$ cat src/rtl/exe_stage_pkg.sv
// Shared encodings for the execute stage: ALU commands, shift types,
// forwarding selects and the iterative multiplier state.
package exe_stage_pkg;

  typedef enum logic [3:0] {
    CMD_MOV = 4'b0001,
    CMD_MVN = 4'b1001,
    CMD_ADD = 4'b0010,
    CMD_ADC = 4'b0011,
    CMD_SUB = 4'b0100,
    CMD_SBC = 4'b0101,
    CMD_AND = 4'b0110,
    CMD_ORR = 4'b0111,
    CMD_EOR = 4'b1000
  } exe_cmd_e;

  typedef enum logic [1:0] {
    SH_LSL = 2'b00,
    SH_LSR = 2'b01,
    SH_ASR = 2'b10,
    SH_ROR = 2'b11
  } shift_e;

  typedef enum logic [1:0] {
    FWD_REG  = 2'b00,
    FWD_MEM  = 2'b01,
    FWD_WB   = 2'b10,
    FWD_REG2 = 2'b11
  } fwd_e;

  typedef enum logic [1:0] {
    MUL_IDLE = 2'b00,
    MUL_BUSY = 2'b01,
    MUL_DONE = 2'b10
  } mul_state_e;

  // Bit positions inside the 4-bit NZCV word
  localparam int FLAG_N = 3;
  localparam int FLAG_Z = 2;
  localparam int FLAG_C = 1;
  localparam int FLAG_V = 0;

endpackage

$ cat src/rtl/exe_stage_val2_generator.sv
// Second ALU operand: rotated 8-bit immediate, raw 12-bit memory offset,
// or the forwarded Rm through the barrel shifter.
module val2_generator
  import exe_stage_pkg::*;
#(
  parameter int DATA_WIDTH = 32
) (
  input  logic                  imm,
  input  logic                  mem,
  input  logic [11:0]           shiftOperand,
  input  logic [DATA_WIDTH-1:0] opRm,
  output logic [DATA_WIDTH-1:0] val2
);

  localparam int W = DATA_WIDTH;

  logic [W-1:0]   imm8;
  logic [4:0]     rot;
  logic [4:0]     amt;
  logic [2*W-1:0] imm_dbl;
  logic [2*W-1:0] rm_dbl;

  always_comb begin
    imm8    = {{(W-8){1'b0}}, shiftOperand[7:0]};
    rot     = {shiftOperand[11:8], 1'b0};
    amt     = shiftOperand[11:7];
    // Rotates come from the low half of a doubled word shifted right
    imm_dbl = {imm8, imm8} >> rot;
    rm_dbl  = {opRm, opRm} >> amt;
    if (imm)
      val2 = imm_dbl[W-1:0];
    else if (mem)
      val2 = {{(W-12){1'b0}}, shiftOperand};
    else begin
      case (shift_e'(shiftOperand[6:5]))
        SH_LSL:  val2 = opRm << amt;
        SH_LSR:  val2 = opRm >> amt;
        SH_ASR:  val2 = $signed(opRm) >>> amt;
        default: val2 = rm_dbl[W-1:0];
      endcase
    end
  end

endmodule

$ cat src/rtl/exe_stage.sv
// Execute stage: operand forwarding, val2, ALU, NZCV register, branch target
// and an iterative shift-add multiplier that stalls the front end.
module exe_stage
  import exe_stage_pkg::*;
#(
  parameter int DATA_WIDTH = 32,
  parameter int MUL_BITS   = 1
) (
  input  logic                  clk,
  input  logic                  rst,
  input  logic [3:0]            exeCmd,
  input  logic [2:0]            ctrlIn,
  input  logic                  b,
  input  logic                  s,
  input  logic                  imm,
  input  logic                  isMul,
  input  logic [31:0]           pc,
  input  logic [DATA_WIDTH-1:0] valRn,
  input  logic [DATA_WIDTH-1:0] valRm,
  input  logic [11:0]           shiftOperand,
  input  logic [23:0]           signedImm24,
  input  logic [3:0]            fwdSel,
  input  logic [DATA_WIDTH-1:0] memFwdVal,
  input  logic [DATA_WIDTH-1:0] wbFwdVal,
  output logic [DATA_WIDTH-1:0] aluRes,
  output logic [DATA_WIDTH-1:0] storeVal,
  output logic [31:0]           branchAddr,
  output logic [3:0]            statusOut,
  output logic                  stall,
  output logic [2:0]            ctrlOut
);

  localparam int W  = DATA_WIDTH;
  localparam int N  = DATA_WIDTH / MUL_BITS;
  localparam int CW = $clog2(N) + 1;

  // b is consumed by the EXE/MEM register directly, not here
  logic unused_b;
  assign unused_b = b;

  logic [W-1:0] op_rn, op_rm, val2;
  logic         mem_op;
  logic [3:0]   cmd_eff;
  logic [3:0]   status;

  always_comb begin
    case (fwd_e'(fwdSel[1:0]))
      FWD_MEM: op_rn = memFwdVal;
      FWD_WB:  op_rn = wbFwdVal;
      default: op_rn = valRn;
    endcase
    case (fwd_e'(fwdSel[3:2]))
      FWD_MEM: op_rm = memFwdVal;
      FWD_WB:  op_rm = wbFwdVal;
      default: op_rm = valRm;
    endcase
  end

  assign mem_op     = ctrlIn[1] | ctrlIn[0];
  assign cmd_eff    = mem_op ? CMD_ADD : exeCmd;
  assign storeVal   = op_rm;
  assign branchAddr = pc + {{6{signedImm24[23]}}, signedImm24, 2'b00};

  val2_generator #(.DATA_WIDTH(W)) u_val2 (
    .imm          (imm),
    .mem          (mem_op),
    .shiftOperand (shiftOperand),
    .opRm         (op_rm),
    .val2         (val2)
  );

  // ALU: subtraction is a + ~b + cin so C directly means "no borrow"
  logic [W-1:0] res, bb;
  logic [W:0]   sum;
  logic         arith, sub, cin, c_new, v_new;

  always_comb begin
    res   = '0;
    arith = 1'b0;
    sub   = 1'b0;
    cin   = 1'b0;
    case (cmd_eff)
      CMD_MOV: res = val2;
      CMD_MVN: res = ~val2;
      CMD_AND: res = op_rn & val2;
      CMD_ORR: res = op_rn | val2;
      CMD_EOR: res = op_rn ^ val2;
      CMD_ADD: arith = 1'b1;
      CMD_ADC: begin arith = 1'b1; cin = status[FLAG_C]; end
      CMD_SUB: begin arith = 1'b1; sub = 1'b1; cin = 1'b1; end
      CMD_SBC: begin arith = 1'b1; sub = 1'b1; cin = status[FLAG_C]; end
      default: res = '0;
    endcase
    bb    = sub ? ~val2 : val2;
    sum   = {1'b0, op_rn} + {1'b0, bb} + {{W{1'b0}}, cin};
    c_new = status[FLAG_C];
    v_new = status[FLAG_V];
    if (arith) begin
      res   = sum[W-1:0];
      c_new = sum[W];
      v_new = (op_rn[W-1] == bb[W-1]) && (res[W-1] != op_rn[W-1]);
    end
  end

  // Multiplier
  mul_state_e    state;
  logic [W-1:0]  mcand, mplier, prod, digit, partial;
  logic [CW-1:0] cnt;
  logic [3:0]    nzcv_d;

  assign digit   = W'(mplier[MUL_BITS-1:0]);
  assign partial = mcand * digit;
  assign stall   = (state == MUL_BUSY) || (state == MUL_IDLE && isMul);
  assign ctrlOut = ctrlIn & {3{~stall}};

  always_comb begin
    if (state == MUL_DONE) begin
      aluRes = prod;
      nzcv_d = {prod[W-1], prod == '0, status[FLAG_C], status[FLAG_V]};
    end else begin
      aluRes = res;
      nzcv_d = {res[W-1], res == '0, c_new, v_new};
    end
  end

  always_ff @(posedge clk) begin
    if (rst) begin
      state  <= MUL_IDLE;
      status <= '0;
      mcand  <= '0;
      mplier <= '0;
      prod   <= '0;
      cnt    <= '0;
    end else begin
      if (s && !stall)
        status <= nzcv_d;
      case (state)
        MUL_IDLE: if (isMul) begin
          mcand  <= op_rn;
          mplier <= op_rm;
          prod   <= '0;
          cnt    <= '0;
          state  <= MUL_BUSY;
        end
        MUL_BUSY: begin
          prod   <= prod + partial;
          mcand  <= mcand << MUL_BITS;
          mplier <= mplier >> MUL_BITS;
          cnt    <= cnt + 1'b1;
          if (cnt == CW'(N - 1))
            state <= MUL_DONE;
        end
        // Always drop back to IDLE so the still-held isMul cannot retrigger
        default: state <= MUL_IDLE;
      endcase
    end
  end

  assign statusOut = status;

endmodule
$ cat config.mk
export PLATFORM = sky130hd
export DESIGN_NAME = exe_stage
export DESIGN_NICKNAME = d
export VERILOG_FILES = /design/src/rtl/exe_stage_pkg.sv /design/src/rtl/exe_stage_val2_generator.sv /design/src/rtl/exe_stage.sv
export SDC_FILE = /design/constraint.sdc
export NUM_CORES = 1
export LEC_CHECK = 0
export ABC_AREA = 1
export CAP_MARGIN = 30
export CORE_MARGIN = 10
export CORE_UTILIZATION = 35
export CTS_CLUSTER_DIAMETER = 200
export CTS_CLUSTER_SIZE = 12
export DETAILED_ROUTE_END_ITERATION = 12
export GPL_TIMING_DRIVEN = 1
export HOLD_SLACK_MARGIN = 0.02
export PLACE_DENSITY = 0.62
export SLEW_MARGIN = 15
export SYNTH_ARGS = -nofsm -noshare
export SYNTH_HDL_FRONTEND = slang
export SYNTH_SLANG_ARGS = --single-unit
$ cat constraint.sdc
create_clock -name clk -period 11.2 [get_ports clk]
set_clock_uncertainty 0.1 [all_clocks]
set_input_delay 3.36 -clock clk [delete_from_list [all_inputs] [get_ports clk]]
set_output_delay 3.36 -clock clk [all_outputs]
set_load 0.03 [all_outputs]
==> impl_metrics.toml, run 1 <==
[placement]
io_buffers = 311
place.detailed.hpwl_um = 81500
dpl.cell_count = 4742
dpl_cell_area_sq_mm = 0.0271
gp_congestion = 1.06

[clock_tree]
clock_sinks = 108
cts.clk_slew.worst_paths_ns = 0.07
clk_latency_ns = 0.38
cts_buffers = 9
cts_htree_levels = 3
root_buffer = "clkbuf_16"
clockBufferDepth = 2
cts_tree = "yes"

[power_and_ir_drop]
ir_worst_vdd_mv = 0.0767
powerDensity_mw_per_mm2 = 97.3
p_leak_nw = 14.2

[global_route]
antenna_found_initial = 0
grt_pass1_vias = 24665
grt_pass1_wl_um = 147000
track_usage_pct = 29.5
grtUsageMet2_pct = 48.0
grt_max_degree = 74
busiest_layer = "met2"
overflow = 0
grtUsageMet3_pct = 6.60
grt_use_met1_pct = 36.4

[yosys]
syn_inst = 3354
ys_warn_count = 0
ys_seq_area_share_pct = 11.3
ys_types = 60
synth_top_flop_cell = "dfxtp_1"
synth-seq-cells = 108
syn_area_sq_mm = 0.0192
ys_async_sr_fraction_pct = 0
syn_area_per_cell_sq_um = 5.71
synth_edf_count = 0
syn_nets = 3731

[timing]
tightest_slew_ns = 1.08
period_share_pct = 103
final_hold_viol_count = 0
setup_ws_ns = -0.357
finalMaxSlewViolations = 0
rsz0062_at_grt = "true"
layout_min_cycle_time_ns = 11.56
fmax_mhz = 86.5
timing.slew.headroom_pct = 27.0
holdWs_ns = 0.371
setup_violations = 24

[route]
vias = 26017
drt_pass1_iterations = 6
drt_first_iter_violations = 2200
drt-total-wl_um = 98300
drc = 0
post_drt_wl_per_cell_um = 20.4
via_per_inst = 5.41
final_antenna_net_count = 0

[cells_and_area]
multiInputGateArea_sq_mm = 0.0163
drive_above_1_share_pct = 27.6
final_nets = 4483
fin_area_sq_mm = 0.0293
final_cells = 4807
syn_to_final_growth_pct = 52.7
diodes = 0
fillers = 5510
area.sequential_sq_mm = 0.00216

[critical_path]
path_class = "in2out"
crit_family = "simple AND/OR/NAND/NOR gates"
crit_fanout = 9
crit_path_frequent_cell = "nand2_1"
critical-path-slowest-cell = "ha_1"
worstPathArrival_ns = 8.10
crit_path_end_kind = "primary output"
cp_num_buf_inv = 10
cp_data_required_time_ns = 7.74
critPathMaxStageDelay_ns = 0.30
startpoint_type = "primary input"

[outcome]
violations = "negative setup slack"
outcome = "complete, but fails checks"

[die]
rows = 85
dieHeight_um = 254
fp.dieW_um = 254
initial_core_util_pct = 35.5
pin_count = 317
core_sq_mm = 0.0540
die_area_sq_mm = 0.0645

[flow_run]
drv_cap = 0

[hold_path]
min_path_type = "reg2reg"
area by class of cell:
class                           count  share of cell area, %
Multi-Input combinational cell   2732                   55.9
Timing Repair Buffer              920                   28.4
Sequential cell                   108                   7.39
Inverter                          335                   4.33
Tap cell                          696                   2.98
Clock buffer                       11                  0.830
Clock inverter                      5                  0.154
registers in the layout (all words and copies together), names as in the netlist:
signal / count
prod: 32
statusOut: 4
mcand: 32
state: 2
mplier: 32
cnt: 6
cell usage after synthesis (all sizes together) (6+ instances only):
cell	n	area share, %
nor2	203	4.1
a22oi	15	0.59
ha	160	10
nor4	10	0.33
a21oi	214	5.6
buf	92	2.8
xor2	57	2.6
o21ai	199	5.5
xnor2	9	0.41
nand4	34	1.1
clkbuf	87	1.7
nor3	21	0.57
nand3	499	15
a31oi	70	2.3
o211ai	8	0.31
dfxtp	108	11
a21boi	8	0.31
a221o	31	1.6
or2	31	1.0
nand3b	10	0.48
a221oi	37	1.7
inv	333	6.5
nand2	1081	22
o21bai	6	0.24
tightest hold or removal path, delay by kind of cell (launching register included):
family          cells  cell delay [ns]
compound gates      1             0.06
simple gates        1             0.06
flops               1             0.31
routing by layer:
layer | share of wire (%) | wire length [um] | vias to the layer above
met5 | 0 | 0 | -
li1 | - | - | 12743
met3 | 8.5 | 8400 | 179
met4 | 5.0 | 4960 | 0
met1 | 41 | 40200 | 12010
met2 | 45 | 44700 | 1085
power breakdown:
group	switching, mW	total (mW)	internal [mW]
Sequential	0.0159	0.423	0.407
Clock	0.163	0.323	0.160
Combinational	1.19	2.10	0.915
Total	1.37	2.85	1.48
cell families (layout without fill, tap and decap cells):
logic type / count (synthesis) / in the layout / share of synthesized area, %
AO/OA/AOI/OAI: 609 / 609 / 19.1
XOR/XNOR: 66 / 66 / 3.02
adder cells (fa/ha/maj): 164 / 164 / 10.9
buffers and inverters: 514 / 1271 / 11.1
flip-flops: 108 / 108 / 11.3
AND/OR/NAND/NOR: 1893 / 1893 / 44.7
final timing paths:
| check | from | endpoint | slack, ns | depth (start not counted) |
|---|---|---|---|---|
| worst max-delay path | fwdSel[2] | aluRes[28] | -0.36 | 36 |
| worst min-delay path | mplier[31]$_SDFFE_PP0P_ | mplier[31]$_SDFFE_PP0P_ | 0.37 | 2 |
| worst min register to register | mplier[31]$_SDFFE_PP0P_ | mplier[31]$_SDFFE_PP0P_ | 0.37 | 2 |
| worst max register to register | mplier[0]$_SDFFE_PP0P_ | prod[24]$_SDFFE_PP0P_ | 6.95 | 22 |
cells in the final DEF (no fill, tap or decap), types with 11 or more instances in the layout:
master,n
buf_12,51
o21ai_0,140
nand3_4,20
a22oi_1,15
a21oi_2,25
o21ai_1,28
a221oi_1,36
nor3_1,15
inv_1,310
buf_4,578
o21ai_2,20
a31oi_1,66
nor2_1,182
nand4_1,34
o21ai_4,11
a221o_1,31
nor2_2,15
nand2_4,20
nand2_2,157
xor2_1,53
ha_1,154
clkdlybuf4s50_1,270
inv_2,21
nand3_2,124
nand3_1,355
a21oi_1,185
dfxtp_1,108
nand2_1,904
what timing repair did:
item / CTS / global route
buffers inserted: 33 / 17
hold buffers: 0 / 0
pin swaps: 98 / 65
endpoints found under the setup margin: 31 / 27
gates cloned: 2 / 0
gates resized for setup: 251 / 138
through the flow:
step | setup WS (ns) | TNS (ns) | util, % | power, mW
after floorplan | 0.103 | 0 | - | 1.34
after global placement | -1.28 | -29.81 | 50.0 | 2.31
after detailed placement | -1.28 | -29.86 | 50.1 | 2.32
after CTS | -0.260 | -3.08 | 52.8 | 2.75
after global routing | -0.574 | -10.57 | 54.1 | 3.01
final | -0.357 | -4.62 | 54.1 | 2.85
(Power assumes the default switching activity.)
==> run 2, diff against run 1 <==
==> constraint.sdc (replaced) <==
create_clock -name clk -period 11.2 [get_ports clk]
set_clock_uncertainty 0.1 [all_clocks]
set_input_delay 1.68 -clock clk [delete_from_list [all_inputs] [get_ports clk]]
set_output_delay 1.68 -clock clk [all_outputs]
set_load 0.03 [all_outputs]
==> impl_metrics.toml, run 2 (same netlist as run 1, synthesis figures left out) <==
[outcome]
outcome = "completed"

[critical_path]
startpoint_type = "primary input"
cp_data_required_time_ns = 9.42
r2r_slack_ns = 6.76
crit_path_end_kind = "primary output"
worst_r2r_endpoint = "statusOut[2]$_SDFFE_PP0P_"
critical-path-slowest-cell = "clkdlybuf4s50_1"
worstPathArrival_ns = 8.50
startpoint = "fwdSel[2]"
r2r-start = "statusOut[1]$_SDFFE_PP0P_"
crit_path_frequent_cell = "nand2_1"
path_class = "in2out"
crit_fanout = 63
r2r.worst_path.cells = 21
critPathMaxStageDelay_ns = 0.75

[clock_tree]
cts_setup_buffers = 0
holdBufCountCts = 0
clockBufferDepth = 2
clk_latency_ns = 0.37
root_buffer = "clkbuf_16"
cts_buffers = 9
cts_tree = "yes"
cts_htree_levels = 3
cts.clk_slew.worst_paths_ns = 0.07
clock_sinks = 108
cts_resized = 0

[timing]
tightest_slew_ns = 1.13
finalMaxSlewViolations = 0
rsz0062_at_grt = "false"
period_share_pct = 91.8
timing.slew.headroom_pct = 23.8
setup_violations = 0
fmax_mhz = 97.3
setup_tns_ns = 0
layout_min_cycle_time_ns = 10.28
final_hold_viol_count = 0

[global_route]
grt_max_degree = 81
antenna_found_initial = 7
grt_pass1_vias = 21985
track_usage_pct = 26.7
grt_pass1_wl_um = 133000
overflow = 0

[hold_path]
whs_endpoint = "cnt[5]$_SDFFE_PP0P_"
min_path_type = "reg2reg"
holdPathStages = 1
hold_start = "cnt[5]$_SDFFE_PP0P_"

[placement]
gp_congestion = 0.994
place.detailed.hpwl_um = 72200
dpl_cell_area_sq_mm = 0.0227
io_buffers = 311

[route]
drt_first_iter_violations = 2574
drc = 0
vias = 23619
via_per_inst = 5.55
drt-total-wl_um = 89000
final_antenna_net_count = 0
drt_pass1_iterations = 6
post_drt_wl_per_cell_um = 20.9

[cells_and_area]
reg_top3 = "mcand: 32 flops, mplier: 32 flops, prod: 32 flops"
syn_to_final_growth_pct = 20.1
mostFrequentLayoutCells = "nand2_1 (988), nand3_1 (443), inv_1 (316)"
final_common_cell = "nand2_1"
utilization_pct = 42.6
final_nets = 3931
fin_area_sq_mm = 0.0230
drive_above_1_share_pct = 7.87

[die]
core_sq_mm = 0.0540
die_area_sq_mm = 0.0645
initial_core_util_pct = 35.5
dieHeight_um = 254
fp.dieW_um = 254
pin_count = 317
rows = 85

[flow_run]
drv_cap = 0

[power_and_ir_drop]
powerDensity_mw_per_mm2 = 97.7
p_leak_nw = 11.0
ir_worst_vdd_mv = 0.0680
[run 2: cell count changes in the layout (fill, tap and decap cells not counted), sizes merged]
cell,previous run,this run
buf,649,61
bufinv,0,1
clkbuf,11,13
clkdlybuf4s50,270,305
clkinv,5,4
diode,0,1
dlygate4sd2,1,0
inv,334,333
[run 2: power by group]
part	switching [mW]	internal, mW	leakage, nW	total [mW]
Combinational	0.994	0.504	9.94	1.50
Clock	0.153	0.173	0.136	0.326
Sequential	0.0158	0.407	0.881	0.423
Total	1.16	1.08	11.0	2.25
[run 2: worst max-delay path by stage]
stage                       endpoint  slack [ns]  depth (start not counted)
final                     aluRes[18]        0.92                         32
after global placement    aluRes[18]        1.03                         32
after CTS                 aluRes[18]         1.0                         32
after detailed placement  aluRes[18]        1.00                         32
after floorplan           aluRes[22]        3.23                         32
after global routing      aluRes[18]        0.49                         32
[run 2: metrics by stage]
step                setup slack [ns]  hold WS, ns  instances  power (mW)
floorplan                       3.23        0.337       3354        1.34
global placement                1.03        0.356       4227        1.90
detailed placement              1.00        0.355       4236        1.91
CTS                            0.997        0.366       4251        2.23
global route                   0.489        0.396       4254        2.39
finish                         0.919        0.364       4255        2.25
[run 2: layout make-up]
| class | count | area [sq um] |
|---|---|---|
| inverters | 335 | 1260 |
| multi-input cells | 2732 | 14900 |
| diodes | 1 | 2.50 |
| clock buffers | 11 | 233 |
| clock inverters | 4 | 51.3 |
| fillers | 6028 | 31000 |
| well taps | 696 | 871 |
| flip-flops and latches | 108 | 2160 |
| repair buffers | 368 | 3510 |
[run 2: per-layer routing]
layer	vias to the layer above	part of all wire [%]	global-route usage, %
met5	-	0.099	0
met4	14	4.0	10.1
met3	142	9.7	6.79
met2	1098	45	43.2
met1	10743	41	33.4
li1	11622	-	-
[run 2: worst max-delay path: cells and delay by family]
family          cells  cell delay, ns
simple gates       16            2.19
xor+xnor            1            0.17
buf+inv             5            1.93
compound gates      7            1.31
fa+ha+maj           3            1.21
==> run 3, diff against run 2 <==
--- a/config.mk
+++ b/config.mk
@@ -15,5 +15,5 @@
 export GPL_TIMING_DRIVEN = 1
 export HOLD_SLACK_MARGIN = 0.02
-export PLACE_DENSITY = 0.62
+export PLACE_DENSITY = 0.55
 export SLEW_MARGIN = 15
 export SYNTH_ARGS = -nofsm -noshare
==> constraint.sdc (replaced) <==
create_clock -name clk -period 9.5 [get_ports clk]
set_clock_uncertainty 0.1 [all_clocks]
set_input_delay 0.95 -clock clk [delete_from_list [all_inputs] [get_ports clk]]
set_output_delay 0.95 -clock clk [all_outputs]
set_load 0.03 [all_outputs]
==> impl_metrics.toml, run 3 (same netlist as run 1, synthesis figures left out) <==
[clock_tree]
clock_sinks = 108
clockBufferDepth = 2
root_buffer = "clkbuf_16"
cts_setup_buffers = 0
cts_tree = "yes"
cts_resized = 0
cts.clk_slew.worst_paths_ns = 0.08
clk_latency_ns = 0.37
cts_buffers = 9
holdBufCountCts = 0
cts_htree_levels = 3

[cells_and_area]
final_cells = 4258
final_nets = 3933
syn_to_final_growth_pct = 20.5
reg_top3 = "mcand: 32 flops, mplier: 32 flops, prod: 32 flops"
final_common_cell = "nand2_1"
drive_above_1_share_pct = 7.98
fillers = 6081
mostFrequentLayoutCells = "nand2_1 (988), nand3_1 (443), inv_1 (316)"

[die]
dieHeight_um = 254
rows = 85
pin_count = 317
die_area_sq_mm = 0.0645
fp.dieW_um = 254
core_sq_mm = 0.0540
initial_core_util_pct = 35.5

[power_and_ir_drop]
p_leak_nw = 11.0
p_total_mw = 2.70
ir_worst_vdd_mv = 0.0728
powerDensity_mw_per_mm2 = 117

[critical_path]
worstPathArrival_ns = 7.66
critical-path-slowest-cell = "clkdlybuf4s50_1"
r2r-start = "statusOut[1]$_SDFFE_PP0P_"
critPathMaxStageDelay_ns = 0.75
startpoint = "fwdSel[2]"
crit_path_frequent_cell = "nand2_1"
crit_path_end_kind = "primary output"
startpoint_type = "primary input"
crit_fanout = 46
cp_data_required_time_ns = 8.45
path_class = "in2out"

[flow_run]
drv_cap = 0

[timing]
finalMaxSlewViolations = 0
layout_min_cycle_time_ns = 8.71
setup_tns_ns = 0
rsz0062_at_grt = "false"
final_hold_viol_count = 0
setup_violations = 0
fmax_mhz = 115
tightest_slew_ns = 1.20
timing.slew.headroom_pct = 19.1
period_share_pct = 91.6

[route]
post_drt_wl_per_cell_um = 22.0
drc = 0
final_antenna_net_count = 0
via_per_inst = 5.53
vias = 23534
drt-total-wl_um = 93800
drt_first_iter_violations = 2431
drt_pass1_iterations = 7

[placement]
place.detailed.hpwl_um = 76100
io_buffers = 311
dpl.cell_count = 4236
gp_congestion = 1.00

[global_route]
overflow = 0
grt_pass1_wl_um = 140000
grt_max_degree = 81
track_usage_pct = 28.2
grt_pass1_vias = 22167
antenna_found_initial = 6

[hold_path]
hold_start = "cnt[5]$_SDFFE_PP0P_"
min_path_type = "reg2reg"

[outcome]
outcome = "completed"
[run 3: critical path, delay by kind of cell]
kind	cells	cell delay [ns]
AND/OR/NAND/NOR	16	2.01
buffers and inverters	6	1.86
adder cells (fa/ha/maj)	3	1.33
AO/OA/AOI/OAI	7	1.32
XOR/XNOR	1	0.16
[run 3: where the power goes]
part	total [mW]	leakage [nW]	switching, mW	internal [mW]
Sequential	0.499	0.881	0.0193	0.480
Combinational	1.80	9.96	1.20	0.602
Clock	0.398	0.147	0.192	0.206
Total	2.70	11.0	1.41	1.29
[run 3: layout make-up]
| cell class | instances | area (sq um) | share of cell area (%) |
|---|---|---|---|
| diodes | 2 | 5.00 | 0.0217 |
| multi-input cells | 2732 | 14900 | 64.6 |
| repair buffers | 370 | 3580 | 15.5 |
| clock inverters | 6 | 70.1 | 0.304 |
| flip-flops and latches | 108 | 2160 | 9.37 |
| well taps | 696 | 871 | 3.77 |
| inverters | 335 | 1260 | 5.46 |
| clock buffers | 9 | 225 | 0.976 |
[run 3: worst paths after layout]
| kind | end | slack, ns | depth (start not counted) |
|---|---|---|---|
| setup / recovery | aluRes[18] | 0.79 | 33 |
| hold / removal | cnt[5]$_SDFFE_PP0P_ | 0.37 | 1 |
| setup reg to reg | statusOut[2]$_SDFFE_PP0P_ | 4.93 | 24 |
| hold reg to reg | cnt[5]$_SDFFE_PP0P_ | 0.37 | 1 |
[run 3: metrics by stage]
stage | hold WS (ns) | setup WS [ns] | cell area (sq um) | util, %
floorplan | 0.337 | 2.99 | 19200 | -
global placement | 0.357 | 0.955 | 22700 | 42.0
detailed placement | 0.354 | 0.939 | 22700 | 42.1
CTS | 0.369 | 0.913 | 23000 | 42.6
global route | 0.396 | 0.356 | 23100 | 42.7
finish | 0.367 | 0.794 | 23100 | 42.7
[run 3: per-layer routing]
| metal | track usage (%) | part of all wire (%) | vias to the layer above | wire length, um |
|---|---|---|---|---|
| met5 | 0 | 0.052 | - | 49 |
| met4 | 10.1 | 3.9 | 6 | 3680 |
| met3 | 7.51 | 9.3 | 133 | 8730 |
| met2 | 44.7 | 45 | 987 | 41900 |
| met1 | 36.0 | 42 | 10758 | 39500 |
| li1 | - | - | 11650 | - |
